===== src/rtl/rob_dispatch_alloc.sv =====
// rob_dispatch_alloc
//   Dispatch-side allocator for the reorder buffer. Owns the ROB tail (dispatch)
//   pointer, a shadow copy of the head (commit) pointer and the occupancy count.
//   Grants up to two entries per cycle, all-or-nothing, with zero latency.
//   Frees one entry per cycle on the commit pulse.
//
// Ports
//   clk, reset       clock; synchronous active-high reset
//   req1_i, req2_i   dispatch slot requests (req2_i only counts with req1_i)
//   commit_i         ROB retired its head entry this cycle
//   flush_i          discard all uncommitted entries (highest priority)
//   alloc_ready_o    every requested entry can be granted this cycle
//   dp1_o/dp2_o      per-slot grant / ROB write strobe
//   dp1_addr_o       tail
//   dp2_addr_o       tail+1 (mod ROB_NUM)
//   dispatch_ptr_o   tail pointer
//   head_ptr_o       allocator copy of the commit pointer
//   free_cnt_o       free entries, 0..ROB_NUM
//   full_o, empty_o  decodes of the registered count
//   underflow_o      sticky flag: commit seen while empty
module rob_dispatch_alloc #(
    parameter int ROB_NUM = 64,
    parameter int ROB_SEL = 6
) (
    input  logic               clk,
    input  logic               reset,
    input  logic               req1_i,
    input  logic               req2_i,
    input  logic               commit_i,
    input  logic               flush_i,
    output logic               alloc_ready_o,
    output logic               dp1_o,
    output logic [ROB_SEL-1:0] dp1_addr_o,
    output logic               dp2_o,
    output logic [ROB_SEL-1:0] dp2_addr_o,
    output logic [ROB_SEL-1:0] dispatch_ptr_o,
    output logic [ROB_SEL-1:0] head_ptr_o,
    output logic [ROB_SEL:0]   free_cnt_o,
    output logic               full_o,
    output logic               empty_o,
    output logic               underflow_o
);

    logic [ROB_SEL-1:0] tail_q, tail_d;
    logic [ROB_SEL-1:0] head_q, head_d;
    logic [ROB_SEL:0]   count_q, count_d;
    logic               underflow_q, underflow_d;

    logic [1:0]         need;
    logic [ROB_SEL:0]   free_cnt;
    logic               valid_commit;
    logic [ROB_SEL:0]   granted;

    assign free_cnt     = (ROB_SEL+1)'(ROB_NUM) - count_q;
    assign need         = {1'b0, req1_i} + {1'b0, req1_i & req2_i};
    assign valid_commit = commit_i & (count_q != '0);

    // Room is judged on the registered count only; a same-cycle commit does
    // not make room, which keeps commit off the grant timing path.
    assign alloc_ready_o = ~reset & ~flush_i & (free_cnt >= (ROB_SEL+1)'(need));
    assign dp1_o         = req1_i & alloc_ready_o;
    assign dp2_o         = dp1_o & req2_i;
    assign dp1_addr_o    = tail_q;
    assign dp2_addr_o    = tail_q + ROB_SEL'(1);
    assign granted       = (ROB_SEL+1)'(dp1_o) + (ROB_SEL+1)'(dp2_o);

    always_comb begin
        head_d      = head_q + ROB_SEL'(valid_commit);
        tail_d      = tail_q + ROB_SEL'(dp1_o) + ROB_SEL'(dp2_o);
        count_d     = count_q + granted - (ROB_SEL+1)'(valid_commit);
        underflow_d = underflow_q | (commit_i & (count_q == '0));
        if (flush_i) begin
            // Tail snaps to the post-commit head so a retiring entry is not lost.
            tail_d  = head_d;
            count_d = '0;
        end
    end

    always_ff @(posedge clk) begin
        if (reset) begin
            tail_q      <= '0;
            head_q      <= '0;
            count_q     <= '0;
            underflow_q <= 1'b0;
        end else begin
            tail_q      <= tail_d;
            head_q      <= head_d;
            count_q     <= count_d;
            underflow_q <= underflow_d;
        end
    end

    assign dispatch_ptr_o = tail_q;
    assign head_ptr_o     = head_q;
    assign free_cnt_o     = free_cnt;
    assign full_o         = (count_q == (ROB_SEL+1)'(ROB_NUM));
    assign empty_o        = (count_q == '0);
    assign underflow_o    = underflow_q;

endmodule


===== config.mk =====
export PLATFORM = sky130hd
export DESIGN_NAME = rob_dispatch_alloc
export DESIGN_NICKNAME = d
export VERILOG_FILES = /design/src/rtl/rob_dispatch_alloc.sv
export SDC_FILE = /design/constraint.sdc
export NUM_CORES = 1
export LEC_CHECK = 0
export BUFFER_PORTS_ARGS = -buffer_cell sky130_fd_sc_hd__buf_2
export CAP_MARGIN = 20
export CORE_MARGIN = 3
export CORE_UTILIZATION = 40
export DETAILED_ROUTE_END_ITERATION = 12
export PLACE_DENSITY_LB_ADDON = 0.05
export SETUP_SLACK_MARGIN = 0.5
export SLEW_MARGIN = 20
export SYNTH_ARGS = -nofsm -noshare
export SYNTH_HDL_FRONTEND = slang
export SYNTH_SLANG_ARGS = --single-unit

===== constraint.sdc =====
create_clock -name clk -period 4.5 [get_ports clk]
set_input_delay 0.9 -clock clk [delete_from_list [all_inputs] [get_ports clk]]
set_output_delay 0.9 -clock clk [all_outputs]
set_load 0.005 [all_outputs]

== Yosys cells after proc, flatten, opt, wreduce, memory -nomap -nowiden ==
Cells that the tools add are included.

* Reduce and logical (&&, ||, !) cells: 3
* $add $sub $neg: 9
* Bitwise operators: 10
* Order comparisons: 1
* Mux-type cells: 1
* Equal/unequal tests: 1

{| class="wikitable"
|+ Operators with widths
! cell !! count
|-
| $add 6x1->6 || 3
|-
| $add 7x2->7 || 1
|-
| $and 1x1->1 || 7
|-
| $eq 7x7->1 const B || 1
|-
| $ge 7x2->1 || 1
|-
| $logic_not 7->1 || 1
|-
| $reduce_bool 7->1 || 1
|-
| $sub 7x1->7 || 1
|-
| $sub 7x7->7 const A || 1
|-
| $add 6x1->6 const B || 1
|-
| $mux 6 || 1
|-
| $add 1x1->2 || 2
|-
| $not 1->1 || 2
|-
| $reduce_or 2->1 || 1
|-
| $or 1x1->1 || 1
|}

* Bits in registers: 20
* Output and inout port bits: 37
* Input port bits: 6

== Logic depth before layout (Yosys ltp) ==
Gate-level depths: netlist (run 1).

* Word-level depth: 9
* Gate-level depth with buffers: 15
* Mapped depth without buffers: 15

== Least setup slack after synthesis (run 1) ==
OpenSTA, ideal clock, no wires.

* Path type: input -> register
* Start point: input req1_i
* End point: register count_q[6]
* Setup slack: 0.839 ns
* Arrival: 3.603 ns
* Buffers on the path: 0
* Cell stages on the path: 14
* Cell sequence: nor2b_1 > ha_1 > nand2b_1 > a2111oi_2 > a21o_1 > ha_1 > inv_1 > fa_1 > inv_1 > fa_1 > o21bai_1 > a21oi_1 > nor4b_1 > a211o_1

* Cells in the longest elaborated chain, start to end: 9

{| class="wikitable"
|+ RTL lines
! item !! line !! text
|-
| from (decl) || 27 || <nowiki>input logic req1_i,</nowiki>
|-
| $and 1x1->1 || 55 || <nowiki>assign need = {1'b0, req1_i} + {1'b0, req1_i & req2_i};</nowiki>
|-
| $add 1x1->2 || 55 ||
|-
| $ge 7x2->1 || 60 || <nowiki>assign alloc_ready_o = ~reset & ~flush_i & (free_cnt >= (ROB_SEL+1)'(need));</nowiki>
|-
| $and 1x1->1 || 60 ||
|-
| $and 1x1->1 (*) || 61 || <nowiki>assign dp1_o = req1_i & alloc_ready_o;</nowiki>
|-
| $and 1x1->1 || 62 || <nowiki>assign dp2_o = dp1_o & req2_i;</nowiki>
|-
| $add 1x1->2 (*) || 65 || <nowiki>assign granted = (ROB_SEL+1)'(dp1_o) + (ROB_SEL+1)'(dp2_o);</nowiki>
|-
| $add 7x2->7 (*) || 70 || <nowiki>count_d = count_q + granted - (ROB_SEL+1)'(valid_commit);</nowiki>
|-
| $sub 7x1->7 (*) || 70 ||
|-
| to (signal assigned) || 88 || <nowiki>count_q <= count_d;</nowiki>
|-
| to (decl) || 46 || <nowiki>logic [ROB_SEL:0] count_q, count_d;</nowiki>
|}

Every way passes the cells marked *; elsewhere a longest branch is shown, timed or not.
A chain may end at the register's enable or synchronous reset.

== Worst setup path after layout (run 1) ==
Ends and elaborated chain as after synthesis.

==> results of run 1 <==
-- metrics by stage --
stage                     area (µm²)  utilization  hold WS, ns  instances
after floorplan                 1450            -        0.460        165
after CTS                       1690        0.495        0.528        246
after detailed placement        1640        0.479        0.498        242
after global placement          1640        0.479        0.447        242
final                           1690        0.495        0.517        246
after global routing            1690        0.495        0.563        246
-- critical path, cell delays in order --
cell,delay (ns)
buf_2,0.12
nor2b_1,0.14
ha_1,0.26
nand2b_1,0.15
a2111oi_2,0.55
a21o_1,0.22
ha_1,0.23
inv_1,0.07
fa_1,0.18
inv_1,0.05
fa_1,0.39
o21bai_1,0.18
a21oi_1,0.11
nor4b_1,0.24
a211o_1,0.13
-- registers in the layout (all words and copies together) (netlist names) --
name / cells
dispatch_ptr_o: 6
head_ptr_o: 6
count_q: 7
underflow_o: 1
-- routing by layer --
layer  part of all wire  up-vias
li1                   -      621
met1               0.54      544
met2               0.39       38
met3              0.061        4
met4             0.0067        0
met5                  0        -
-- cell usage in the layout (no fill, tap or decap), drive strengths merged, types with 6 or more instances in the layout --
cell,instances
buf,43
nor2,20
dfxtp,20
ha,17
xnor2,15
inv,13
a21oi,8
nand3,7
nor2b,7
xor2,6
-- cell usage after synthesis (2+ instances only) --
master | n | area [µm²]
inv_1 | 13 | 48.8
nand3b_1 | 3 | 22.5
nor2_1 | 20 | 75.1
a21o_1 | 2 | 15.0
nor4b_1 | 2 | 17.5
o211ai_1 | 2 | 15.0
xor2_1 | 6 | 52.6
nand2_1 | 5 | 18.8
nand3_1 | 7 | 35.0
nor2b_1 | 7 | 43.8
fa_1 | 3 | 60.1
o22a_1 | 2 | 17.5
clkbuf_1 | 3 | 11.3
dfxtp_1 | 20 | 400
o21bai_1 | 2 | 15.0
a21oi_1 | 8 | 40.0
xnor2_1 | 15 | 131
buf_6 | 2 | 22.5
ha_1 | 17 | 213
buf_4 | 7 | 52.6
nand2b_1 | 3 | 18.8
-- power groups by stage --
stage	registers (W)	logic (W)	clock network, W
floorplan	0.000247	0.000465	0
global placement	0.000252	0.000644	0
detailed placement	0.000254	0.000647	0
CTS	0.000250	0.000653	0.000155
global route	0.000255	0.000736	0.000161
finish	0.000249	0.000647	0.000152
-- how the worst min path moves through the flow --
| stage | from | end | slack, ns | cells past startpoint |
|---|---|---|---|---|
| after floorplan | underflow_o$_SDFF_PP0_ | underflow_o$_SDFF_PP0_ | 0.46 | 2 |
| after CTS | underflow_o$_SDFF_PP0_ | underflow_o$_SDFF_PP0_ | 0.53 | 2 |
| final | underflow_o$_SDFF_PP0_ | underflow_o$_SDFF_PP0_ | 0.52 | 2 |
| after global routing | underflow_o$_SDFF_PP0_ | underflow_o$_SDFF_PP0_ | 0.56 | 2 |
| after detailed placement | underflow_o$_SDFF_PP0_ | underflow_o$_SDFF_PP0_ | 0.50 | 2 |
| after global placement | underflow_o$_SDFF_PP0_ | underflow_o$_SDFF_PP0_ | 0.45 | 2 |
-- cells by family (layout without fill, tap and decap cells) --
kind of cell,after synthesis,in the layout,share of synthesized area
flip-flops,20,20,0.277
AND/OR/NAND/NOR,55,55,0.196
buffers and inverters,25,60,0.0933
XOR/XNOR,21,21,0.127
AO/OA/AOI/OAI,23,23,0.111
adder cells (fa/ha/maj),20,20,0.188
multiplexers,1,1,0.00691
-- final cells by class --
class | instances | area, µm² | share of cell area
Clock buffer | 3 | 22.5 | 0.0133
Tap cell | 46 | 57.6 | 0.0341
Multi-Input combinational cell | 120 | 912 | 0.540
Clock inverter | 1 | 30.0 | 0.0178
Timing Repair Buffer | 43 | 218 | 0.129
Inverter | 13 | 48.8 | 0.0289
Sequential cell | 20 | 400 | 0.237
==> qor.yml, run 1 <==
cells_and_area:
  antenna_cells: 0
  fillCellCount: 350
  nNetsFinal: 227
  drive_above_1_share: 0.240
  area_delta_synth_final_pct: 16.7
sta:
  tns_ns: 0
  hold_violations: 0
  fin_skew_ns: 0.00183
  fin_crit_sh: 0.815
  clock.fmax_mhz: 273
  tightest_slew_ns: 0.513
  slew_viol_final: 0
  relSlewSlack: 0.655
  rsz0062_at_grt: "false"
  finalCriticalPeriod_ns: 3.67
  setup_violations: 0
  worst_slack_ns: 0.834
global_routing:
  top_usage_layer: "met1"
  grt_pass1_wl_um: 5330
  use_met1: 0.251
  antenna_found_initial: 0
  grt_usage: 0.155
  grt_util_met2: 0.211
  gr-usage-met3: 0.0238
  grt_overflow_total: 0
  grt_pass1_vias: 1127
  grt_max_degree: 14
floorplan:
  dieWidth_um: 66.2
  num_rows: 21
  die_h_um: 66.2
  dieArea_um2: 4380
  start_util: 0.424
  io_pins: 43
  core_um2: 3420
critical_path:
  r2r_slack_ns: 0.96
  worstSetupStartpointType: "input port"
  cp_max_fo: 5
  cp_data_arrival_time_ns: 3.93
  worstSetupEndpoint: "count_q[6]$_SDFF_PP0_"
  startpoint: "req1_i"
  path_class: "input port to flop"
  cp-end-kind: "flop"
  r2r_cells: 14
  r2r_end: "count_q[6]$_SDFF_PP0_"
  worstPathRequired_ns: 4.76
  rr_startpoint: "count_q[0]$_SDFF_PP0_"
pwr:
  power.net_switching_w: 0.000447
  ir_drop_mv: 0.216
  p_sw_frac: 0.427
  power_leakage_nw: 0.816
  power.density_nw_per_um2: 620
  power_w: 0.00105
  p_comb_frac: 0.617
  clkPwrFrac: 0.145
  power.internal_w: 0.000600
  power.share.sequential: 0.238
route:
  dr.pass1.iters: 4
  drc: 0
  via_per_inst: 4.91
  vias: 1207
  wirelength_um: 3120
  initialDrtViolationCount: 69
  drtAntennaViolNets: 0
  drt-wirelength-per-cell_um: 12.7
synthesis:
  syn-num-nets: 191
  syn_area_um2: 1450
  ys_types: 37
  synth-main-ff-cell: "dfxtp_1"
  synthCells: 165
  synth-seq-area-share: 0.277
  synth_seq_cells: 20
  syn_area_per_cell_um2: 8.77
  synth_warnings: 0
  synth-edff-count: 0
  async_reset_ff_frac: 0
placed_design:
  pre_cts_ws_ns: 0.513
  gp_congestion: 0.811
  hpwlAfterDp_um: 2560
  portBuffers: 42
clock_network:
  hold_buffers: 0
  insertion_delay_ns: 0.31
  clk_pin_slew_ns: 0.13
  cts_resized: 0
  clkSinkCount: 20
  cts_tree: "yes"
  post_cts_buffers: 0
  cts_buffers: 3
  root_buffer: "clkbuf_4"
  cts.path.max_buffers: 2
  ctsHtreeMaxLevel: 1
job:
  max_cap_violations: 0
status:
  status: "complete, no violations"
worst_hold_path:
  holdCritPathClass: "flop to flop"
No activity file was read; power rests on OpenSTA's default activity.
==> run 2: changes to the inputs <==
clock period = 3.5 ns   (was 4.5 ns; I/O delays follow)
==> run 2 against run 1 <==
Via count up 7.0%. Largest cell class unchanged. Routed wire length up 14%. Final area up 15%. Critical path depth unchanged. Sequential power up 31%.
==> qor.yml, run 2 (same netlist as run 1, synthesis figures left out) <==
status:
  status: "complete, no violations"
route:
  drt-wirelength-per-cell_um: 13.8  # +8.5%
  drc: 0  # unchanged
  wirelength_um: 3570  # +14%
  via_per_inst: 4.98  # +1.6%
  drtAntennaViolNets: 0  # unchanged
  dr.pass1.iters: 4  # unchanged
  vias: 1291  # +7.0%
  initialDrtViolationCount: 32  # -54%
sta:
  hold_violations: 0  # unchanged
  fin_crit_sh: 0.857
  tns_ns: 0  # unchanged
  slew_viol_final: 0  # unchanged
  clock.fmax_mhz: 333
  rsz0062_at_grt: "true"
  finalCriticalPeriod_ns: 3.00
  tightest_slew_ns: 0.386  # -0.128 ns
  holdWs_ns: 0.500  # -0.0173 ns
  setup_violations: 0  # unchanged
  fin_skew_ns: 0.00412  # +0.00229 ns
  relSlewSlack: 0.743  # +0.0877
clock_network:
  hold_buffers: 0  # unchanged
  clk_pin_slew_ns: 0.13  # about the same
  ctsHtreeMaxLevel: 1  # unchanged
  cts_tree: "yes"
  clkSinkCount: 20  # unchanged
  insertion_delay_ns: 0.30  # about the same
  cts.path.max_buffers: 2  # unchanged
  root_buffer: "clkbuf_4"
  cts_buffers: 3  # unchanged
global_routing:
  grt_max_degree: 13  # -1
  grt_pass1_vias: 1182  # +4.9%
  grt_pass1_wl_um: 5490  # +3.0%
  antenna_found_initial: 0  # unchanged
  grt_overflow_total: 0  # unchanged
  grt_usage: 0.162  # +0.00744
pwr:
  power_leakage_nw: 0.920  # +13%
  power.density_nw_per_um2: 847  # +37%
  ir_drop_mv: 0.366  # +70%
  power_w: 0.00164  # +56%
cells_and_area:
  regArea_um2: 404  # +0.94%
  drive_above_1_share: 0.404  # +0.164
  nNetsFinal: 240  # +5.7%
  multi_input_area_um2: 1040  # +14%
  antenna_cells: 0  # unchanged
  final_common_cell: "buf_2"
  fillCellCount: 334  # -4.6%
  layout_common_cells: "40 x buf_2, 20 x nor2_1, 17 x dfxtp_1"
  area_delta_synth_final_pct: 33.7
  largest_reg_flops: 7  # unchanged
  regMostFlops: "count_q"
floorplan:
  start_util: 0.424  # unchanged
  core_um2: 3420  # unchanged
  die_h_um: 66.2  # unchanged
  dieWidth_um: 66.2  # unchanged
  dieArea_um2: 4380  # unchanged
  num_rows: 21  # unchanged
  io_pins: 43  # unchanged
critical_path:
  cp_max_fo: 3  # -2
  critPathSlowestCell: "fa_2"
  crit_buf_inv: 3  # unchanged
  path_cells: "buf_6 -> nor2b_4 -> ha_4 -> nand2b_4 -> a2111oi_4 -> a21o_1 -> ha_1 -> inv_2 -> fa_2 -> inv_2 -> fa_2 -> o21bai_4 -> a21oi_2 -> nor4b_2 -> a211o_1"
  path_class: "input port to flop"
  worstSetupStartpointType: "input port"
  critPathMaxStageDelay_ns: 0.36  # -0.19 ns
  crit_family: "adder cells"
  worstPathRequired_ns: 3.76  # -1.00 ns
  cp-end-kind: "flop"
  cp_data_arrival_time_ns: 3.26  # -0.67 ns
worst_hold_path:
  holdCritPathClass: "flop to flop"
job:
  max_cap_violations: 0  # unchanged
placed_design:
  hpwlAfterDp_um: 2690  # +5.3%
  gp_congestion: 0.745  # -8.2%
  portBuffers: 42  # unchanged
-- run 2: cell type report --
class | instances | area share
multi-input combinational | 120 | 0.535
sequential | 20 | 0.209
timing repair buffer | 56 | 0.171
tap | 46 | 0.0297
inverter | 13 | 0.0278
clock inverter | 1 | 0.0155
clock buffer | 3 | 0.0116
-- run 2: report_power, final --
part	total (W)	leakage, nW	internal, W	switching [W]
clock	0.000194	0.0279	0.000116	0.0000783
combinational	0.00112	0.727	0.000560	0.000559
sequential	0.000327	0.165	0.000277	0.0000496
total	0.00164	0.920	0.000953	0.000687
-- run 2: worst min-delay path, cell delays in order (launching register included) --
cell     delay, ns
dfxtp_1       0.36
a21oi_1       0.05
nor2_1        0.07
-- run 2: routing by layer --
metal / track usage / wire length, µm / part of all wire
met5: 0 / 0 / 0
met4: 0.0381 / 14 / 0.0039
met3: 0.0255 / 186 / 0.052
met2: 0.243 / 1530 / 0.43
met1: 0.241 / 1840 / 0.52
-- run 2: what timing repair did --
item,CTS,global route
setup endpoints to repair,5,2
resized for setup,12,19
buffers inserted,5,5
pin swaps,5,6
-- run 2: worst paths after layout --
path / slack [ns] / cells after the start / start / endpoint
setup reg to reg: 0.51 / 14 / count_q[1]$_SDFF_PP0_ / count_q[6]$_SDFF_PP0_
hold / removal: 0.50 / 2 / underflow_o$_SDFF_PP0_ / underflow_o$_SDFF_PP0_
hold reg to reg: 0.50 / 2 / underflow_o$_SDFF_PP0_ / underflow_o$_SDFF_PP0_
setup / recovery: 0.50 / 15 / req2_i / count_q[6]$_SDFF_PP0_
-- run 2: per-stage QoR --
stage	instance area [µm²]	worst slack, ns	instances	util
final	1940	0.501	259	0.567
after global placement	1680	0.0566	245	0.492
after detailed placement	1680	-0.0566	245	0.492
after global routing	1940	0.341	259	0.567
after floorplan	1470	0.186	165	-
after CTS	1830	0.396	254	0.537
